<file path="config.mk">
export PLATFORM = sky130hd
export DESIGN_NAME = ppg_beat_analyzer
export DESIGN_NICKNAME = d
export VERILOG_FILES = /design/src/rtl/ppg_pkg.sv /design/src/rtl/ppg_minmax_window.sv /design/src/rtl/ppg_beat_analyzer.sv
export SDC_FILE = /design/constraint.sdc
export NUM_CORES = 1
export LEC_CHECK = 0
export ABC_CLOCK_PERIOD_IN_PS = 11300
export BUFFER_PORTS_ARGS = -buffer_cell sky130_fd_sc_hd__buf_4
export CELL_PAD_IN_SITES_DETAIL_PLACEMENT = 2
export CELL_PAD_IN_SITES_GLOBAL_PLACEMENT = 2
export CORE_MARGIN = 1
export CORE_UTILIZATION = 39
export CTS_CLUSTER_SIZE = 24
export DETAILED_ROUTE_END_ITERATION = 16
export HOLD_SLACK_MARGIN = 0.03
export PLACE_DENSITY = 0.93
export SYNTH_ARGS = -nofsm -noshare
export SYNTH_HDL_FRONTEND = slang
export SYNTH_HIERARCHICAL = 1
export SYNTH_SLANG_ARGS = --single-unit
</file>
<file path="constraint.sdc">
create_clock -name CLK -period 11.3 [get_ports CLK]
set_input_delay 1.13 -clock CLK [delete_from_list [all_inputs] [get_ports CLK]]
set_output_delay 1.13 -clock CLK [all_outputs]
set_load 0.02 [all_outputs]
</file>
<file path="src/rtl/ppg_pkg.sv">
// ppg_pkg: shared state encoding and default widths for the PPG beat pipeline
package ppg_pkg;
  localparam int DATA_W_DEF = 20;
  localparam int CNT_W_DEF = 16;
  typedef enum logic [1:0] {IDLE, RISE, FALL} state_t;
endpackage

</file>
<file path="src/rtl/ppg_minmax_window.sv">
// ppg_minmax_window: running max/min tracker with a synchronous reload
module ppg_minmax_window
  import ppg_pkg::*;
#(
  parameter int W = DATA_W_DEF
) (
  input  logic         clk,
  input  logic         rst,
  input  logic         load,
  input  logic         update,
  input  logic [W-1:0] value,
  output logic [W-1:0] max_o,
  output logic [W-1:0] min_o
);
  logic [W-1:0] max_q, min_q;
  always_ff @(posedge clk)
    if (rst) begin
      max_q <= '0;
      min_q <= '0;
    end else if (load) begin
      max_q <= value;
      min_q <= value;
    end else if (update) begin
      max_q <= value > max_q ? value : max_q;
      min_q <= value < min_q ? value : min_q;
    end
  assign max_o = max_q;
  assign min_o = min_q;
endmodule

</file>
<file path="src/rtl/ppg_beat_analyzer.sv">
// ppg_beat_analyzer: IR hysteresis beat detector reporting period, AC and DC levels per beat
module ppg_beat_analyzer
  import ppg_pkg::*;
#(
  parameter int DATA_W     = DATA_W_DEF,
  parameter int CNT_W      = CNT_W_DEF,
  parameter int HYST       = 64,
  parameter int MIN_PERIOD = 40
) (
  input  logic              CLK,
  input  logic              rst,
  input  logic              clear,
  input  logic              sample_valid,
  input  logic [DATA_W-1:0] ir_in,
  input  logic [DATA_W-1:0] red_in,
  output logic              beat_valid,
  output logic [CNT_W-1:0]  period,
  output logic [DATA_W-1:0] ac_ir,
  output logic [DATA_W-1:0] ac_red,
  output logic [DATA_W-1:0] dc_ir,
  output logic [DATA_W-1:0] dc_red,
  output logic              locked
);
  localparam logic [DATA_W:0] HYST_X = (DATA_W+1)'(HYST);
  localparam logic [CNT_W-1:0] MIN_P = CNT_W'(MIN_PERIOD);
  state_t state_q, state_d;
  logic [DATA_W-1:0] run_max_q, run_max_d, run_min_q, run_min_d, trough_q, trough_d;
  logic [DATA_W-1:0] red_max, red_min, ac_ir_q, ac_red_q, dc_ir_q, dc_red_q;
  logic [CNT_W-1:0] since_q, since_d, sp_inc, period_q;
  logic first_q, first_d, beat_q, locked_q;
  logic sync_rst, peak, rise, accept, emit, red_load, red_upd;
  assign sync_rst = rst | clear;
  assign sp_inc = &since_q ? since_q : since_q + 1'b1;
  // Extra MSB keeps the hysteresis sums from wrapping near full scale
  assign peak = sample_valid && state_q == RISE && ({1'b0, ir_in} + HYST_X < {1'b0, run_max_q});
  assign rise = sample_valid && state_q == FALL && ({1'b0, ir_in} > {1'b0, run_min_q} + HYST_X);
  assign accept = peak && (first_q || sp_inc >= MIN_P);
  assign emit = accept && !first_q;
  assign red_load = sample_valid && (state_q == IDLE || accept);
  assign red_upd = sample_valid && !red_load;
  ppg_minmax_window #(.W(DATA_W)) u_red (
    .clk(CLK), .rst(sync_rst), .load(red_load), .update(red_upd),
    .value(red_in), .max_o(red_max), .min_o(red_min)
  );
  always_comb begin
    state_d = state_q;
    run_max_d = run_max_q;
    run_min_d = run_min_q;
    trough_d = trough_q;
    since_d = since_q;
    first_d = first_q;
    if (sample_valid) begin
      since_d = accept ? '0 : sp_inc;
      // A saturated counter means the period is unknown, so timing restarts at the next peak
      first_d = accept ? 1'b0 : (&sp_inc ? 1'b1 : first_q);
      case (state_q)
        IDLE: begin
          run_max_d = ir_in;
          run_min_d = ir_in;
          state_d = RISE;
        end
        RISE: begin
          run_max_d = ir_in > run_max_q ? ir_in : run_max_q;
          if (peak) begin
            run_min_d = ir_in;
            state_d = FALL;
          end
        end
        FALL: begin
          run_min_d = ir_in < run_min_q ? ir_in : run_min_q;
          if (rise) begin
            trough_d = run_min_q;
            run_max_d = ir_in;
            state_d = RISE;
          end
        end
        default: state_d = IDLE;
      endcase
    end
  end
  always_ff @(posedge CLK)
    if (sync_rst) begin
      state_q <= IDLE;
      run_max_q <= '0;
      run_min_q <= '0;
      trough_q <= '0;
      since_q <= '0;
      first_q <= 1'b1;
      beat_q <= 1'b0;
      period_q <= '0;
      ac_ir_q <= '0;
      ac_red_q <= '0;
      dc_ir_q <= '0;
      dc_red_q <= '0;
      locked_q <= 1'b0;
    end else begin
      state_q <= state_d;
      run_max_q <= run_max_d;
      run_min_q <= run_min_d;
      trough_q <= trough_d;
      since_q <= since_d;
      first_q <= first_d;
      beat_q <= emit;
      if (emit) begin
        period_q <= sp_inc;
        ac_ir_q <= run_max_q - trough_q;
        ac_red_q <= red_max - red_min;
        dc_ir_q <= run_max_q;
        dc_red_q <= red_max;
        locked_q <= 1'b1;
      end
    end
  assign beat_valid = beat_q;
  assign period = period_q;
  assign ac_ir = ac_ir_q;
  assign ac_red = ac_red_q;
  assign dc_ir = dc_ir_q;
  assign dc_red = dc_red_q;
  assign locked = locked_q;
endmodule

</file>
==> results of run 1 <==
final timing paths:
| kind | slack, ns | to | startpoint | cells past startpoint |
|---|---|---|---|---|
| worst max-delay path | 4.68 | u_red/min_o[12] | ir_in[6] | 20 |
| worst min-delay path | 0.46 | run_min_q[1] | run_min_q[1] | 2 |
| worst min register to register | 0.46 | run_min_q[1] | run_min_q[1] | 2 |
| worst max register to register | 5.52 | u_red/min_o[12] | since_q[0] | 13 |
stage by stage:
step	hold WS (ns)	area, sq um
final	0.463	16000
after global routing	0.494	16000
after CTS	0.470	16000
after detailed placement	0.454	15100
after global placement	0.442	15100
after floorplan	0.435	13700
flip-flops by register name, indices dropped and copies added (netlist names), 20 cells and up:
register	count
trough_q	20
ac_ir	20
run_max_q	20
ac_red	20
u_red/min_o	20
u_red/max_o	20
dc_ir	20
dc_red	20
run_min_q	20
power breakdown:
| group | internal [W] | leakage (nW) | switching (W) |
|---|---|---|---|
| registers | 0.000777 | 1.75 | 0.0000173 |
| clock network | 0.000543 | 0.440 | 0.000375 |
| logic | 0.000132 | 3.90 | 0.000249 |
| total | 0.00145 | 6.10 | 0.000641 |
critical path: cells and delay by family:
kind	cells	cell delay [ns]
AND/OR/NAND/NOR	6	2.62
AO/OA/AOI/OAI	9	2.15
buffers and inverters	2	0.34
adder cells (fa/ha/maj)	2	0.57
XOR/XNOR	1	0.17
per-layer routing:
layer  global-route usage  vias up  wire length [microns]
met5                    0        -                     11
met4                0.196        2                   3740
met3               0.0518      247                   2860
met2                0.627      568                  31800
met1                0.387     6904                  24200
li1                     -     5978                      -
logic make-up after synthesis:
kind of cell               synth area share
and+or+nand+nor                       0.176
AOI/OAI and AO/OA                     0.170
buffers and inverters                0.0685
DFF                                   0.316
adders and majority gates             0.138
muxes                                0.0877
xor gates and xnor gates             0.0434
cells in the final DEF, fill, tap and decap left out, types with 7 or more instances in the layout:
master       n
buf_4      155
nand4_1     21
mux2i_1    118
xor2_1      21
xnor2_1     47
a31oi_1     27
nor2b_1     15
nand3_1     52
a211oi_1    16
dfxtp_1    217
nand3b_1     7
nand2b_1    12
o21ai_0     56
nand2_1    121
nor3_1      19
clkbuf_16   27
nor2_1     214
a21o_1      24
o211ai_1    29
inv_1      133
and3_1      13
ha_1       148
a2111oi_0   22
a21oi_1    123
o21a_1      10
cell type report:
cell class,count,share of cell area
clock buffers,37,0.0485
clock inverters,9,0.00808
inverters,134,0.0318
multi-input cells,1211,0.531
flip-flops and latches,217,0.272
well taps,455,0.0357
repair buffers,155,0.0729
==> run metrics, run 1 <==
flops & latches, synth=217; Multi-input gate area=8470 sq um; Setup Viol. Count Final=0; synth unique cells=75; Worst Tran Pin Value=0.912 ns; worst setup slack after layout=4.68 ns; Leak=6.10 nW; register area=4340 sq um; Slew HR=0.392; CP endpoint kind=flop; arrival time at the worst endpoint=7.00 ns; HP Class=reg -> reg; highest cell delay on the worst timing path=0.76 ns; Final Non-Filler Cells=2,218; Seq/Total Area, Yosys=0.316; Synth top area share=0.316; # fillers=3,768; I/O pins=142; Inst Count DP=2,172; Setup CP Type=in -> reg; top-count cell post-synth=dfxtp_1; vias in the first global route=15,500; RSZ-0062 raised after global routing=no; clock skew=0.0158 ns; first-pass GRT wire length=96,400 microns; root buffer cell=clkbuf_16; Final GP Congestion=0.860; max-slew violations=0; Worst-Skew Late Latency=0.56 ns; syn_area_per_cell=8.33 sq um; post-synth top area cell=dfxtp_1; WP data required=11.68 ns; Pwr Total=0.00209 W; outcome=finished, final reports clean; fin crit share=0.586; async set or reset register ratio after synthesis=0; Hold Violations, Final=0; Mapped Cells=1,647; minimum clock period after layout=6.62 ns; IO Port Bufs=141; Net count, final=1,940; die outline area=36,000 sq um; Clock Path Buffers=3; Std-Cell Rows=68; Pre-antenna DRT Iters=5; Crit-path slowest cell=nand2_1; Post-CTS Setup Inserts=0; initial antenna violation count=1; Place WS=4.77 ns; number of synthesized flops with an enable pin=0; total grt overflow=0; crit path max fanout=21; Cell Pwr Density=131 nW/um^2; max cap viols=0; final WL=62,700 microns; CTS H-tree lvls=1; routed length per instance=28.3 microns; Clk pin slew, worst setup/hold paths=0.06 ns; Vias/cell=6.18; Starting Density=0.396; antenna fix cells=0; cell types occupying the most area after synthesis=dfxtp_1 (32%), ha_1 (13%), mux2i_1 (8.6%); post-layout util=0.461; Area growth, synth to finish=16.2%; Antenna Nets Post-Route=0; startpoint types=primary input; CP dominant cell by count=a21oi_1; DRC errors left=0; synth warn=6; VDD IR-drop max=0.110 mV; CTS tree=yes; routed via count=13,700; DP HPWL=40,100 microns; Die Width=190 microns; hold-fix buffers at CTS=0; fmax=151 MHz; Netlist Area Pre-Place=13,700 sq um; # clock sinks=217; CP cell instances=buf_4, ha_1, nand2_1, nor3b_1, nand4_1, xnor2_1, ha_1, a21oi_1, o2111ai_1, a31oi_1, o21a_1, o21ai_0, buf_4, a21o_1, a21oi_1, or3_1, and2_1, nand2_1, o211ai_1, a21oi_1; die height=190 microns; prevailing post-synth register cell=dfxtp_1; Core ar.=34,600 sq um; setup_tns=0 ns; largest net degree at the start of global routing=108; PostCTS Resize Cnt=0; Mapped Nets=1,841; share of cells above drive strength 1=0.128; synth cell count leaders=dfxtp_1 (217), nor2_1 (215), ha_1 (148); Total GRT Usage=0.347; DR iter-0 viols=985; Num CTS Buffers=27
Note: power is estimated with default switching activity, not from simulation.
==> run 2, diff against run 1 <==
--- a/config.mk
+++ b/config.mk
@@ -5,16 +5,16 @@
 export SDC_FILE = /design/constraint.sdc
 export NUM_CORES = 1
 export LEC_CHECK = 0
-export ABC_CLOCK_PERIOD_IN_PS = 11300
+export ABC_CLOCK_PERIOD_IN_PS = 5800
 export BUFFER_PORTS_ARGS = -buffer_cell sky130_fd_sc_hd__buf_4
 export CELL_PAD_IN_SITES_DETAIL_PLACEMENT = 2
 export CELL_PAD_IN_SITES_GLOBAL_PLACEMENT = 2
 export CORE_MARGIN = 1
-export CORE_UTILIZATION = 39
+export CORE_UTILIZATION = 33
 export CTS_CLUSTER_SIZE = 24
 export DETAILED_ROUTE_END_ITERATION = 16
 export HOLD_SLACK_MARGIN = 0.03
-export PLACE_DENSITY = 0.93
+export PLACE_DENSITY = 0.85
 export SYNTH_ARGS = -nofsm -noshare
 export SYNTH_HDL_FRONTEND = slang
 export SYNTH_HIERARCHICAL = 1
==> constraint.sdc (replaced) <==
create_clock -name CLK -period 5.8 [get_ports CLK]
set_input_delay 0.58 -clock CLK [delete_from_list [all_inputs] [get_ports CLK]]
set_output_delay 0.58 -clock CLK [all_outputs]
set_load 0.02 [all_outputs]
==> run 2 against run 1 <==
  * Setup slack worse by 4.0 ns
  * Critical path depth down 3
  * Via count down 7.1%
  * Routed wire length down 19%
  * Critical endpoint is now u_red/min_o[7]
  * Largest cell class unchanged
  * Largest power group unchanged
==> run metrics, run 2 (synthesis results as in run 1) <==
VDD IR-drop max=0.224 mV (+100%); Cell Pwr Density=244 nW/um^2 (+86%); Clk pin slew, worst setup/hold paths=0.06 ns (about the same); vias in the first global route=14,300 (-8.0%); Clock Path Buffers=3 (unchanged); fin crit share=0.881; Seq pwr share=0.394 (+0.015); CTS H-tree lvls=1 (unchanged); Internal=0.00278 W (+92%); DR top layer=met4; die outline area=42,400 sq um (+18%); Setup Viol. Count Final=0 (unchanged); Comb pwr share=0.171 (-0.011); Net count, final=1,943 (+0.15%); CP top delay family=simple AND/OR/NAND/NOR gates; root buffer cell=clkbuf_16; Area growth, synth to finish=16.9%; Total GRT Usage=0.240 (-0.107); antenna fix cells=0 (unchanged); Sw Ratio=0.291 (-0.0156); Die Width=206 microns (+8.6%); I/O pins=142 (unchanged); Core ar.=40,900 sq um (+18%); met3 WL=1790 microns (-37%); met2 WL=25,500 microns (-20%); max-slew violations=0 (unchanged); Antenna Nets Post-Route=0 (unchanged); Final Non-Filler Cells=2,298 (+3.6%); Worst-Skew Late Latency=0.56 ns (about the same); setup_tns=0 ns (unchanged); routed via count=12,700 (-7.1%); DP HPWL=37,200 microns (-7.4%); Std-Cell Rows=74 (+8.8%); Clock power frac=0.435 (-0.003); CP cell instances=buf_4, ha_1, nand2_1, nor3b_1, nand4_1, xnor2_1, ha_1, nand3_1, or3_1, o21ai_0, a21oi_1, nor3_1, a31o_2, nand2_1, or3b_1, o211ai_1, a21oi_1; Starting Density=0.335 (-0.0610); crit path max fanout=20 (-4.8%); outcome=finished, final reports clean; Buf/Inv on CP=1 (-1); DRC errors left=0 (unchanged); highest cell delay on the worst timing path=0.75 ns (about the same); DR iter-0 viols=589 (-40%); final WL=50,900 microns (-19%); Pre-antenna DRT Iters=5 (unchanged); minimum clock period after layout=5.11 ns; clock skew=0.0116 ns (-0.00419 ns); initial antenna violation count=0 (-1); M1 wire length=21,700 microns (-10%); # clock sinks=217 (unchanged); die height=206 microns (+8.6%); Setup CP Type=in -> reg; CTS tree=yes; hold-fix buffers at CTS=0 (unchanged); Leak=6.10 nW (about the same); fmax=196 MHz; Vias/cell=5.54 (-10%); Worst Tran Pin Value=0.941 ns (+0.0295 ns); PostCTS Resize Cnt=0 (unchanged); Net Sw Power=0.00114 W (+78%); Num CTS Buffers=27 (unchanged); largest net degree at the start of global routing=114 (+5.6%); most frequent cells in the layout=dfxtp_1 (217), nor2_1 (214), buf_4 (158), ha_1 (148), inv_1 (133); # fillers=4,624 (+23%); first-pass GRT wire length=80,000 microns (-17%); Inst Count DP=2,252 (+3.7%); HP Class=in -> reg; Crit-path slowest cell=o21ai_0; Post-CTS Setup Inserts=0 (unchanged); WP data required=6.21 ns (-5.47 ns); max cap viols=0 (unchanged); Slew HR=0.366 (-0.0263); commonest non-fill, non-tap cell in the layout=dfxtp_1; RSZ-0062 raised after global routing=no; total grt overflow=0 (unchanged); Hold Violations, Final=0 (unchanged); startpoint types=primary input; CP endpoint kind=flop; IO Port Bufs=141 (unchanged); arrival time at the worst endpoint=5.52 ns (-1.48 ns); share of cells above drive strength 1=0.129 (+0.000915); Final GP Congestion=0.884 (+2.8%); routed length per instance=22.2 microns (-22%)
==> run 2: worst reg2reg max path: cells and delay by family, from the launching register on <==
| kind | cells | cell delay [ns] |
|---|---|---|
| XOR/XNOR | 1 | 0.45 |
| flip-flops | 1 | 0.47 |
| AO/OA/AOI/OAI | 4 | 0.98 |
| AND/OR/NAND/NOR | 7 | 2.42 |
| adder cells (fa/ha/maj) | 1 | 0.36 |
==> run 2: area by class of cell <==
cell class	instances	area (sq um)	area share
flip-flops and latches	217	4340	0.271
well taps	532	666	0.0415
clock buffers	38	777	0.0484
clock inverters	8	100	0.00624
repair buffers	158	1190	0.0739
multi-input cells	1211	8470	0.528
inverters	134	508	0.0317
==> run 2: worst paths after layout <==
kind                 from              to  slack (ns)  depth (start not counted)
max              ir_in[7]  u_red/min_o[7]        0.69                         17
min              ir_in[0]    run_min_q[0]        0.30                          3
max reg2reg    since_q[0]  u_red/min_o[7]        1.03                         13
min reg2reg  run_min_q[3]    run_min_q[3]        0.46                          2
==> run 2: metal layers <==
metal | GRT usage | vias up
met5 | 0 | -
met4 | 0.0969 | 0
met3 | 0.0319 | 112
met2 | 0.432 | 235
met1 | 0.285 | 6383
li1 | - | 5993
==> run 2: through the flow <==
| step | hold slack [ns] | area (sq um) | power (W) | setup WS [ns] | util |
|---|---|---|---|---|---|
| after floorplan | 0.435 | 13700 | 0.00201 | 1.57 | - |
| after global placement | 0.442 | 15200 | 0.00219 | 0.641 | 0.371 |
| after detailed placement | 0.458 | 15200 | 0.00223 | 0.261 | 0.371 |
| after CTS | 0.284 | 16000 | 0.00396 | 0.758 | 0.392 |
| after global routing | 0.295 | 16000 | 0.00409 | 0.458 | 0.392 |
| final | 0.301 | 16000 | 0.00392 | 0.689 | 0.392 |
==> run 2: power groups by stage <==
stage	Combinational, W	Sequential, W	Clock (W)
3_5_place_dp	0.000657	0.00158	0
2_1_floorplan	0.000447	0.00156	0
6_report	0.000671	0.00154	0.00171
4_1_cts	0.000672	0.00154	0.00174
5_1_grt	0.000736	0.00155	0.00180
3_3_place_gp	0.000613	0.00158	0
